### config.mk
export PLATFORM = sky130hd
export DESIGN_NAME = present_ctrl
export DESIGN_NICKNAME = d
export VERILOG_FILES = /design/src/rtl/present_pkg.sv /design/src/rtl/comb.sv /design/src/rtl/present_ctrl.sv
export SDC_FILE = /design/constraint.sdc
export NUM_CORES = 1
export LEC_CHECK = 0
export BUFFER_PORTS_ARGS = -buffer_cell sky130_fd_sc_hd__buf_4
export CAP_MARGIN = 20
export CORE_ASPECT_RATIO = 0.75
export CORE_MARGIN = 2
export CORE_UTILIZATION = 40
export DETAILED_ROUTE_END_ITERATION = 16
export GPL_TIMING_DRIVEN = 0
export HOLD_SLACK_MARGIN = 0.08
export SYNTH_ARGS = -nofsm -noshare
export SYNTH_HDL_FRONTEND = slang
export SYNTH_SLANG_ARGS = --single-unit
### constraint.sdc
create_clock -name clk -period 1.95 [get_ports clk]
set_input_delay 0.0975 -clock clk [delete_from_list [all_inputs] [get_ports clk]]
set_output_delay 0.0975 -clock clk [all_outputs]
set_load 0.05 [all_outputs]
### src/rtl/present_pkg.sv
// Shared widths, FSM encoding and the PRESENT S-box used by the round sequencer and its datapath.
package present_pkg;

    localparam int ST_W        = 64;
    localparam int KEY_W       = 80;
    localparam int CNT_W       = 5;
    localparam int NROUNDS_MAX = 31;

    typedef enum logic [1:0] {
        IDLE = 2'd0,
        RUN  = 2'd1,
        DONE = 2'd2
    } state_t;

    function automatic logic [3:0] sbox(input logic [3:0] x);
        logic [3:0] y;
        case (x)
            4'h0: y = 4'hC;
            4'h1: y = 4'h5;
            4'h2: y = 4'h6;
            4'h3: y = 4'hB;
            4'h4: y = 4'h9;
            4'h5: y = 4'h0;
            4'h6: y = 4'hA;
            4'h7: y = 4'hD;
            4'h8: y = 4'h3;
            4'h9: y = 4'hE;
            4'hA: y = 4'hF;
            4'hB: y = 4'h8;
            4'hC: y = 4'h4;
            4'hD: y = 4'h7;
            4'hE: y = 4'h1;
            default: y = 4'h2;
        endcase
        return y;
    endfunction

endpackage

### src/rtl/comb.sv
// PRESENT-80 round datapath: whitening step when r0=1, otherwise S-box layer, bit permutation
// and key schedule step, finished by adding the freshly scheduled round key.
module comb
    import present_pkg::*;
(
    input  logic [ST_W-1:0]  sp,
    input  logic [KEY_W-1:0] kp,
    input  logic [CNT_W-1:0] cnt,
    input  logic             r0,
    output logic [ST_W-1:0]  sn,
    output logic [KEY_W-1:0] kn
);

    logic [ST_W-1:0]  s_sub;
    logic [ST_W-1:0]  s_perm;
    logic [KEY_W-1:0] k_rot;
    logic [KEY_W-1:0] k_upd;

    // Bit b of nibble j moves to position 16*b + j, i.e. i -> 16*i mod 63 with bit 63 fixed.
    for (genvar j = 0; j < 16; j++) begin : g_nib
        assign s_sub[4*j +: 4] = sbox(sp[4*j +: 4]);
        for (genvar b = 0; b < 4; b++) begin : g_bit
            assign s_perm[16*b + j] = s_sub[4*j + b];
        end
    end

    assign k_rot = {kp[18:0], kp[79:19]};
    assign k_upd = {sbox(k_rot[79:76]), k_rot[75:20], k_rot[19:15] ^ cnt, k_rot[14:0]};

    // NOTE: every output of a combinational block is assigned on every path, so no latch is inferred.
    always_comb begin
        if (r0) begin
            sn = sp ^ kp[79:16];
            kn = kp;
        end else begin
            sn = s_perm ^ k_upd[79:16];
            kn = k_upd;
        end
    end

endmodule

### src/rtl/present_ctrl.sv
// Round sequencer for the iterative PRESENT-80 core: owns state/key/round registers, steps the
// `comb` datapath once per clock and moves one job at a time through valid/ready handshakes.
module present_ctrl
    import present_pkg::*;
#(
    parameter int NROUNDS = 31
) (
    input  logic             clk,
    input  logic             rst_n,
    input  logic             in_valid,
    output logic             in_ready,
    input  logic [ST_W-1:0]  pt,
    input  logic [KEY_W-1:0] key,
    output logic             out_valid,
    input  logic             out_ready,
    output logic [ST_W-1:0]  ct,
    output logic             busy
);

    localparam logic [CNT_W-1:0] LAST = CNT_W'(NROUNDS);

    state_t           state, state_nx;
    logic [ST_W-1:0]  sreg, sreg_nx;
    logic [KEY_W-1:0] kreg, kreg_nx;
    logic [CNT_W-1:0] cnt, cnt_nx;
    logic [ST_W-1:0]  sn;
    logic [KEY_W-1:0] kn;
    logic             r0;

    assign r0 = (cnt == '0);

    comb u_comb (
        .sp  (sreg),
        .kp  (kreg),
        .cnt (cnt),
        .r0  (r0),
        .sn  (sn),
        .kn  (kn)
    );

    always_comb begin
        state_nx  = state;
        sreg_nx   = sreg;
        kreg_nx   = kreg;
        cnt_nx    = cnt;
        in_ready  = 1'b0;
        out_valid = 1'b0;
        busy      = 1'b0;

        case (state)
            IDLE: begin
                in_ready = 1'b1;
                if (in_valid) begin
                    sreg_nx  = pt;
                    kreg_nx  = key;
                    cnt_nx   = '0;
                    state_nx = RUN;
                end
            end
            RUN: begin
                busy    = 1'b1;
                sreg_nx = sn;
                kreg_nx = kn;
                // The final round leaves cnt at its last value so the counter can never wrap.
                if (cnt == LAST) begin
                    state_nx = DONE;
                end else begin
                    cnt_nx = cnt + 1'b1;
                end
            end
            DONE: begin
                out_valid = 1'b1;
                in_ready  = out_ready;
                if (out_ready) begin
                    if (in_valid) begin
                        sreg_nx  = pt;
                        kreg_nx  = key;
                        cnt_nx   = '0;
                        state_nx = RUN;
                    end else begin
                        state_nx = IDLE;
                    end
                end
            end
            default: state_nx = IDLE;
        endcase
    end

    // NOTE: state registers use non-blocking assignments so every flop samples pre-edge values.
    always_ff @(posedge clk or negedge rst_n) begin
        if (!rst_n) begin
            state <= IDLE;
            sreg  <= '0;
            kreg  <= '0;
            cnt   <= '0;
        end else begin
            state <= state_nx;
            sreg  <= sreg_nx;
            kreg  <= kreg_nx;
            cnt   <= cnt_nx;
        end
    end

    assign ct = sreg;

endmodule

==> results of run 1 <==
[layout make-up]
cell class | count | area, sq um | share of cell area [%]
inverters | 57 | 216.5 | 1.231
repair buffers | 413 | 3953 | 22.47
multi-input cells | 942 | 7599 | 43.20
flip-flops and latches | 151 | 3846 | 21.87
plain buffers | 94 | 894.6 | 5.086
well taps | 385 | 481.7 | 2.739
clock buffers | 21 | 450.4 | 2.561
clock inverters | 11 | 148.9 | 0.8465
[worst max-delay path: stages, from the launching register on]
cell	delay, ns
sky130_fd_sc_hd__dfrtp_2	0.45
sky130_fd_sc_hd__inv_1	0.12
sky130_fd_sc_hd__ha_1	0.35
sky130_fd_sc_hd__nor2b_1	0.14
sky130_fd_sc_hd__a211oi_1	0.06
sky130_fd_sc_hd__a21oi_1	0.36
sky130_fd_sc_hd__xor2_1	0.41
sky130_fd_sc_hd__o211ai_1	0.15
[cells by family (layout without fill, tap and decap cells)]
family,count (synthesis),count (layout),share of synthesized area [%]
fa+ha+maj,103,103,11.25
simple gates,277,277,10.47
flops,151,151,32.99
buf+inv,153,596,5.757
compound gates,367,367,19.81
xor+xnor,85,85,6.501
mux,110,110,13.22
[path summary, 6_finish.rpt]
check,start,to,slack [ns],cells past startpoint
worst max-delay path,ct[16],ct[52],-0.25,7
worst min-delay path,rst_n,ct[15],0.12,2
worst max register to register,ct[16],ct[52],-0.25,7
worst min register to register,kreg[8],kreg[8],0.54,2
max in group asynchronous,rst_n,ct[24],0.84,3
min in group clk,in_valid,ct[60],0.30,4
[through the flow]
step                setup TNS (ns)  hold slack, ns  utilization [%]  total power, uW
floorplan                  -0.9841         -0.1981                -            21580
CTS                         -11.34          0.1519            59.85            34130
global route                -29.59          0.1589            62.56            38380
global placement            -98.35          0.3173            49.11            28080
detailed placement          -65.32         0.02747            49.23            28500
finish                      -19.75          0.1214            62.56            36480
[Yosys cell counts, drive strengths merged (35+ instances only)]
master,count
xor2,35
xnor2,50
ha,103
nor2,72
clkbuf,57
mux2i,77
buf,39
a211oi,35
a21oi,51
inv,57
nand2,131
o21ai,181
dfrtp,151
[routing by layer]
metal,track usage (%),share of wire [%],up-vias,routed length [um]
met4,10.41,3.4,0,1738
li1,-,-,5297,-
met1,48.26,42,5974,21320
met5,0,0,-,0
met2,49.86,43,777,22160
met3,7.079,12,114,6021
[state kept, by name, summed over array words and instances, names as in the netlist]
| register | count |
|---|---|
| cnt | 5 |
| ct | 64 |
| kreg | 80 |
| state | 2 |
[timing repair]
action                                  4_1_cts  5_1_grt
buffers inserted                             25       10
gates resized for setup                     185      149
pin swaps                                     5       21
endpoints found under the hold margin       290        0
hold buffers                                146        0
cloned                                        7       12
endpoints found under the setup margin      149      145
[power breakdown]
group / total (uW) / internal, uW / leakage (uW) / switching, uW
clock: 3580 / 2050 / 0.000284 / 1520
sequential: 7980 / 5020 / 0.00176 / 2960
combinational: 24900 / 11000 / 0.00534 / 13900
==> flow_summary.toml, run 1 <==
[global_route]
gr-total-overflow = 0
grt_antenna_before_repair = 0
first_global_vias = 11270
grt_start_max_net_pins = 109
track_usage_pct = 33.39
grt_first_pass_wirelength_um = 72240

[finish]
flow.area_growth_from_synthesis_pct = 53.59
layout.nets = 1927
layout.filler_cells = 2335
layout.cells.most_common_list = "sky130_fd_sc_hd__buf_4 (234), sky130_fd_sc_hd__dlygate4sd3_1 (146), sky130_fd_sc_hd__nand2_1 (122), sky130_fd_sc_hd__dfrtp_1 (97), sky130_fd_sc_hd__o21ai_0 (96)"
fin_area_sq_um = 17590
post_route_cells_drive_above_1_share_pct = 34.28
final-instance-count-excl-fill = 2074
mostFrequentLayoutCell = "sky130_fd_sc_hd__buf_4"
antenna_cells = 0

[synth]
post_synth_inst_count = 1246
synth_cell_types = 49
synth_enable_flop_cells = 0
yosysWarnings = 0
synth_top_area_share_pct = 32.99
synth_top_cell_by_area = "sky130_fd_sc_hd__dfrtp_1"
synthFlopType = "sky130_fd_sc_hd__dfrtp_1"
synth_seq_cells = 151
post_synthesis_net_count = 1497
asyncSetResetFlopFracSynth_pct = 100.0
synthesis.area_per_instance_sq_um = 9.191
synth.area.top_cells = "sky130_fd_sc_hd__dfrtp_1 (33%), sky130_fd_sc_hd__ha_1 (11%), sky130_fd_sc_hd__o21ai_0 (7.5%)"
synth.cell_area_sq_um = 11450
synth-seq-area-share_pct = 32.99

[clocking]
cts-root-buf = "sky130_fd_sc_hd__clkbuf_16"
clk_pin_slew_ns = 0.07
cts.sinks = 151
cts_max_level = 4
cts-buffers-inserted = 17
clkLatencyLatePin_ns = 0.45
cts_tree = "done"
clock_tree.buffer_depth = 2

[sta]
rsz_0062_raised_after_global_routing = "true"
post-route-period-util_pct = 112.8
clock-skew-final_ns = 0.01217
final-hold-violation-count = 0
max_freq_mhz = 454.5
worst_slew_margin_pct = 53.21
worst_pin_slew_ns = 0.6945
fin_ws_ns = -0.2500
setup_violations = 144
maxSlewViolCount = 0
layout_min_cycle_time_ns = 2.200

[run]
number_of_maximum_capacitance_violations = 0

[detailed_routing]
wl_um = 51240
routed_vias_inst = 5.864
vias = 12160
dr.first_iter.drc_count = 1559
drcViolationCount = 0
drtAntennaViolNets = 0
route.detailed.wl_per_inst_um = 24.71
number_of_detailed_routing_iterations_run_before_antenna_repair = 6

[power_and_ir_drop]
max-vdd-ir-drop_uv = 1125
power.static_leakage_uw = 0.007379
power.density_nw_per_um2 = 2074

[die]
floorplan.initialDensity_pct = 40.73
die_w_um = 199.4
floorplan.die.height_um = 150.5
core_sq_um = 28120
std_cell_rows = 53
boundaryPins = 215
dieArea_sq_um = 30010

[setup_path]
critical_path.endpoint_type = "flop"
worst_ep_arrival_time_ns = 2.51
crit_type = "reg -> reg"
worstPathMaxFanout = 8
cp_data_required_time_ns = 2.26
critPathLaunchType = "flop"

[status]
failed_checks = "negative setup slack"
result_of_the_run = "finished with violations"

[place]
placement.io_buffers = 214
place_worst_setup_slack_ns = -0.7159
gpl.final_weighted_congestion = 0.9421
hpwlAfterDp_um = 35670
placed_cells_incl_taps = 1846
area_post_placement_sq_um = 13840

[hold_path]
hold_class = "in -> async"
No activity file was read; power rests on OpenSTA's default activity.
==> inputs of run 2 (changes only) <==
- SKIP_LAST_GASP: not set -> 1
==> run 2 against run 1 <==
Effect of this change: the flow still finishes with violations (negative setup slack); clock skew is 0.00091 ns higher; setup slack better by 0.0095 ns; utilization is 0.18 points lower; via count is 0.15% lower; first-iteration DRC count is 8.4% lower; combinational power hardly changed; maximum frequency is 0.43% higher; register-to-register slack hardly changed; power is 0.33% lower; final area is 0.28% lower; clock power hardly changed; die area stayed put; largest cell class unchanged; largest power group unchanged.
==> flow_summary.toml, run 2 (synthesis gave the netlist of run 1 again) <==
[place]
placed_cells_incl_taps = 1846
placement.io_buffers = 214
area_post_placement_sq_um = 13840
place_worst_setup_slack_ns = -0.7159
hpwlAfterDp_um = 35670
gpl.final_weighted_congestion = 0.9421

[die]
boundaryPins = 215
floorplan.initialDensity_pct = 40.73
core_sq_um = 28120
die_w_um = 199.4
dieArea_sq_um = 30010
floorplan.die.height_um = 150.5
std_cell_rows = 53

[power_and_ir_drop]
power.density_nw_per_um2 = 2073
max-vdd-ir-drop_uv = 1114
power.static_leakage_uw = 0.007368
power_report.internal_total_uw = 18050
power.share.switching_pct = 50.35
power.share.clock_pct = 9.9
combinational_power_share_pct = 68.3
p_switching_uw = 18300
power.share.sequential_pct = 21.9

[global_route]
grt_first_pass_wirelength_um = 72200
grt_start_max_net_pins = 109
gr-total-overflow = 0
first_global_vias = 11280
track_usage_pct = 33.39
grt_antenna_before_repair = 0

[detailed_routing]
drcViolationCount = 0
route.detailed.wl_per_inst_um = 24.64
number_of_detailed_routing_iterations_run_before_antenna_repair = 5
wl_um = 51160
vias = 12140
drtAntennaViolNets = 0
dr.first_iter.drc_count = 1428
routed_vias_inst = 5.850

[finish]
post_route_cells_drive_above_1_share_pct = 33.37
flow.area_growth_from_synthesis_pct = 53.15
fin_area_sq_um = 17540
mostFrequentLayoutCell = "sky130_fd_sc_hd__buf_4"
layout.filler_cells = 2351
multi_input_comb_area_sq_um = 7518
layout.nets = 1928
max_flop_register = "kreg"
register_area_sq_um = 3846
flip_flop_count_of_the_largest_register_after_layout = 80
layout.cells.most_common_list = "sky130_fd_sc_hd__buf_4 (234), sky130_fd_sc_hd__dlygate4sd3_1 (146), sky130_fd_sc_hd__nand2_1 (124), sky130_fd_sc_hd__o21ai_0 (110), sky130_fd_sc_hd__dfrtp_1 (97)"
final-instance-count-excl-fill = 2076

[sta]
setup_violations = 145
post-route-period-util_pct = 112.3
worst_pin_slew_ns = 0.7017
worst_slew_margin_pct = 52.73
rsz_0062_raised_after_global_routing = "true"
layout_min_cycle_time_ns = 2.191
maxSlewViolCount = 0
final-hold-violation-count = 0
fin_setup_tns_ns = -20.76
max_freq_mhz = 456.5
fin_ws_ns = -0.2405
clock-skew-final_ns = 0.01309

[setup_path]
critical_path.endpoint_type = "flop"
cp_data_required_time_ns = 2.31
startpoint = "cnt[0]"
worstPathMaxFanout = 10
worst_ep_arrival_time_ns = 2.55
crit_type = "reg -> reg"
timing.reg2reg.setup_slack_ns = -0.24
r2r_worst_path_depth = 10
worst_r2r_endpoint = "ct[19]"
crit_end = "ct[19]"
critPathLaunchType = "flop"
rr_startpoint = "cnt[0]"

[clocking]
cts-root-buf = "sky130_fd_sc_hd__clkbuf_16"
cts_max_level = 4
cts_tree = "done"
clock_tree.buffer_depth = 2
clkLatencyLatePin_ns = 0.46
clk_pin_slew_ns = 0.07
cts-buffers-inserted = 17
cts.sinks = 151

[status]
failed_checks = "negative setup slack"
result_of_the_run = "finished with violations"

[run]
number_of_maximum_capacitance_violations = 0

[hold_path]
hold_class = "in -> async"
-- run 2: cell count changes in the layout (fill, tap and decap cells not counted), moves of 2 or more --
cell | before | now
sky130_fd_sc_hd__o21ai_0 | 96 | 110
sky130_fd_sc_hd__o21ai_1 | 58 | 48
sky130_fd_sc_hd__buf_8 | 16 | 12
sky130_fd_sc_hd__o21ai_2 | 27 | 23
sky130_fd_sc_hd__nand2_1 | 122 | 124
sky130_fd_sc_hd__nand2_2 | 8 | 6
-- run 2: critical path, cell delays in order, from the launching register on --
cell                       delay (ns)
sky130_fd_sc_hd__dfrtp_1         0.38
sky130_fd_sc_hd__inv_2           0.09
sky130_fd_sc_hd__ha_4            0.12
sky130_fd_sc_hd__or4b_4          0.50
sky130_fd_sc_hd__buf_12          0.17
sky130_fd_sc_hd__nor2_4          0.11
sky130_fd_sc_hd__buf_12          0.13
sky130_fd_sc_hd__buf_12          0.15
sky130_fd_sc_hd__buf_12          0.16
sky130_fd_sc_hd__nand2_1         0.06
sky130_fd_sc_hd__o211ai_1        0.20
-- run 2: layout make-up --
| class | instances | area share, % |
|---|---|---|
| clock buffers | 21 | 2.568 |
| flip-flops and latches | 151 | 21.93 |
| multi-input cells | 942 | 42.87 |
| well taps | 385 | 2.746 |
| inverters | 57 | 1.220 |
| plain buffers | 94 | 5.079 |
| clock inverters | 11 | 0.8489 |
| diodes | 1 | 0.01427 |
| repair buffers | 414 | 22.73 |
-- run 2: metrics by stage --
step | util (%) | power [uW] | hold slack (ns)
final | 62.38 | 36350 | 0.1190
after global placement | 49.11 | 28080 | 0.3173
after detailed placement | 49.23 | 28500 | 0.02747
after CTS | 59.81 | 34100 | 0.1519
after global routing | 62.37 | 38240 | 0.1616
after floorplan | - | 21580 | -0.1981
-- run 2: how the worst min path moves through the flow --
stage,from,end,cells after the start
global placement,pt[45],ct[45],2
floorplan,rst_n,cnt[0],0
CTS,rst_n,ct[14],2
detailed placement,rst_n,ct[14],1
global route,rst_n,ct[14],2
finish,rst_n,ct[15],2
-- run 2: power groups by stage --
stage | clock (uW) | combinational (uW) | sequential [uW]
after floorplan | 0 | 12500 | 9080
after global placement | 0 | 20400 | 7710
after detailed placement | 0 | 20700 | 7780
after CTS | 3560 | 22800 | 7740
after global routing | 3700 | 26400 | 8110
final | 3590 | 24800 | 7950
-- run 2: what timing repair did --
| action | 4_1_cts | 5_1_grt |
|---|---|---|
| pin swaps | 5 | 22 |
| resized for setup | 181 | 114 |
| endpoints found under the hold margin | 290 | 0 |
| buffers inserted | 25 | 10 |
| hold buffers | 146 | 0 |
| setup endpoints to repair | 149 | 147 |
| cloned | 7 | 13 |
-- run 2: routing by layer --
layer	part of all wire (%)	global-route usage, %	up-vias
met5	0	0	-
met4	3.3	10.44	0
li1	-	-	5315
met2	43	49.91	746
met3	12	7.056	116
met1	42	48.20	5967
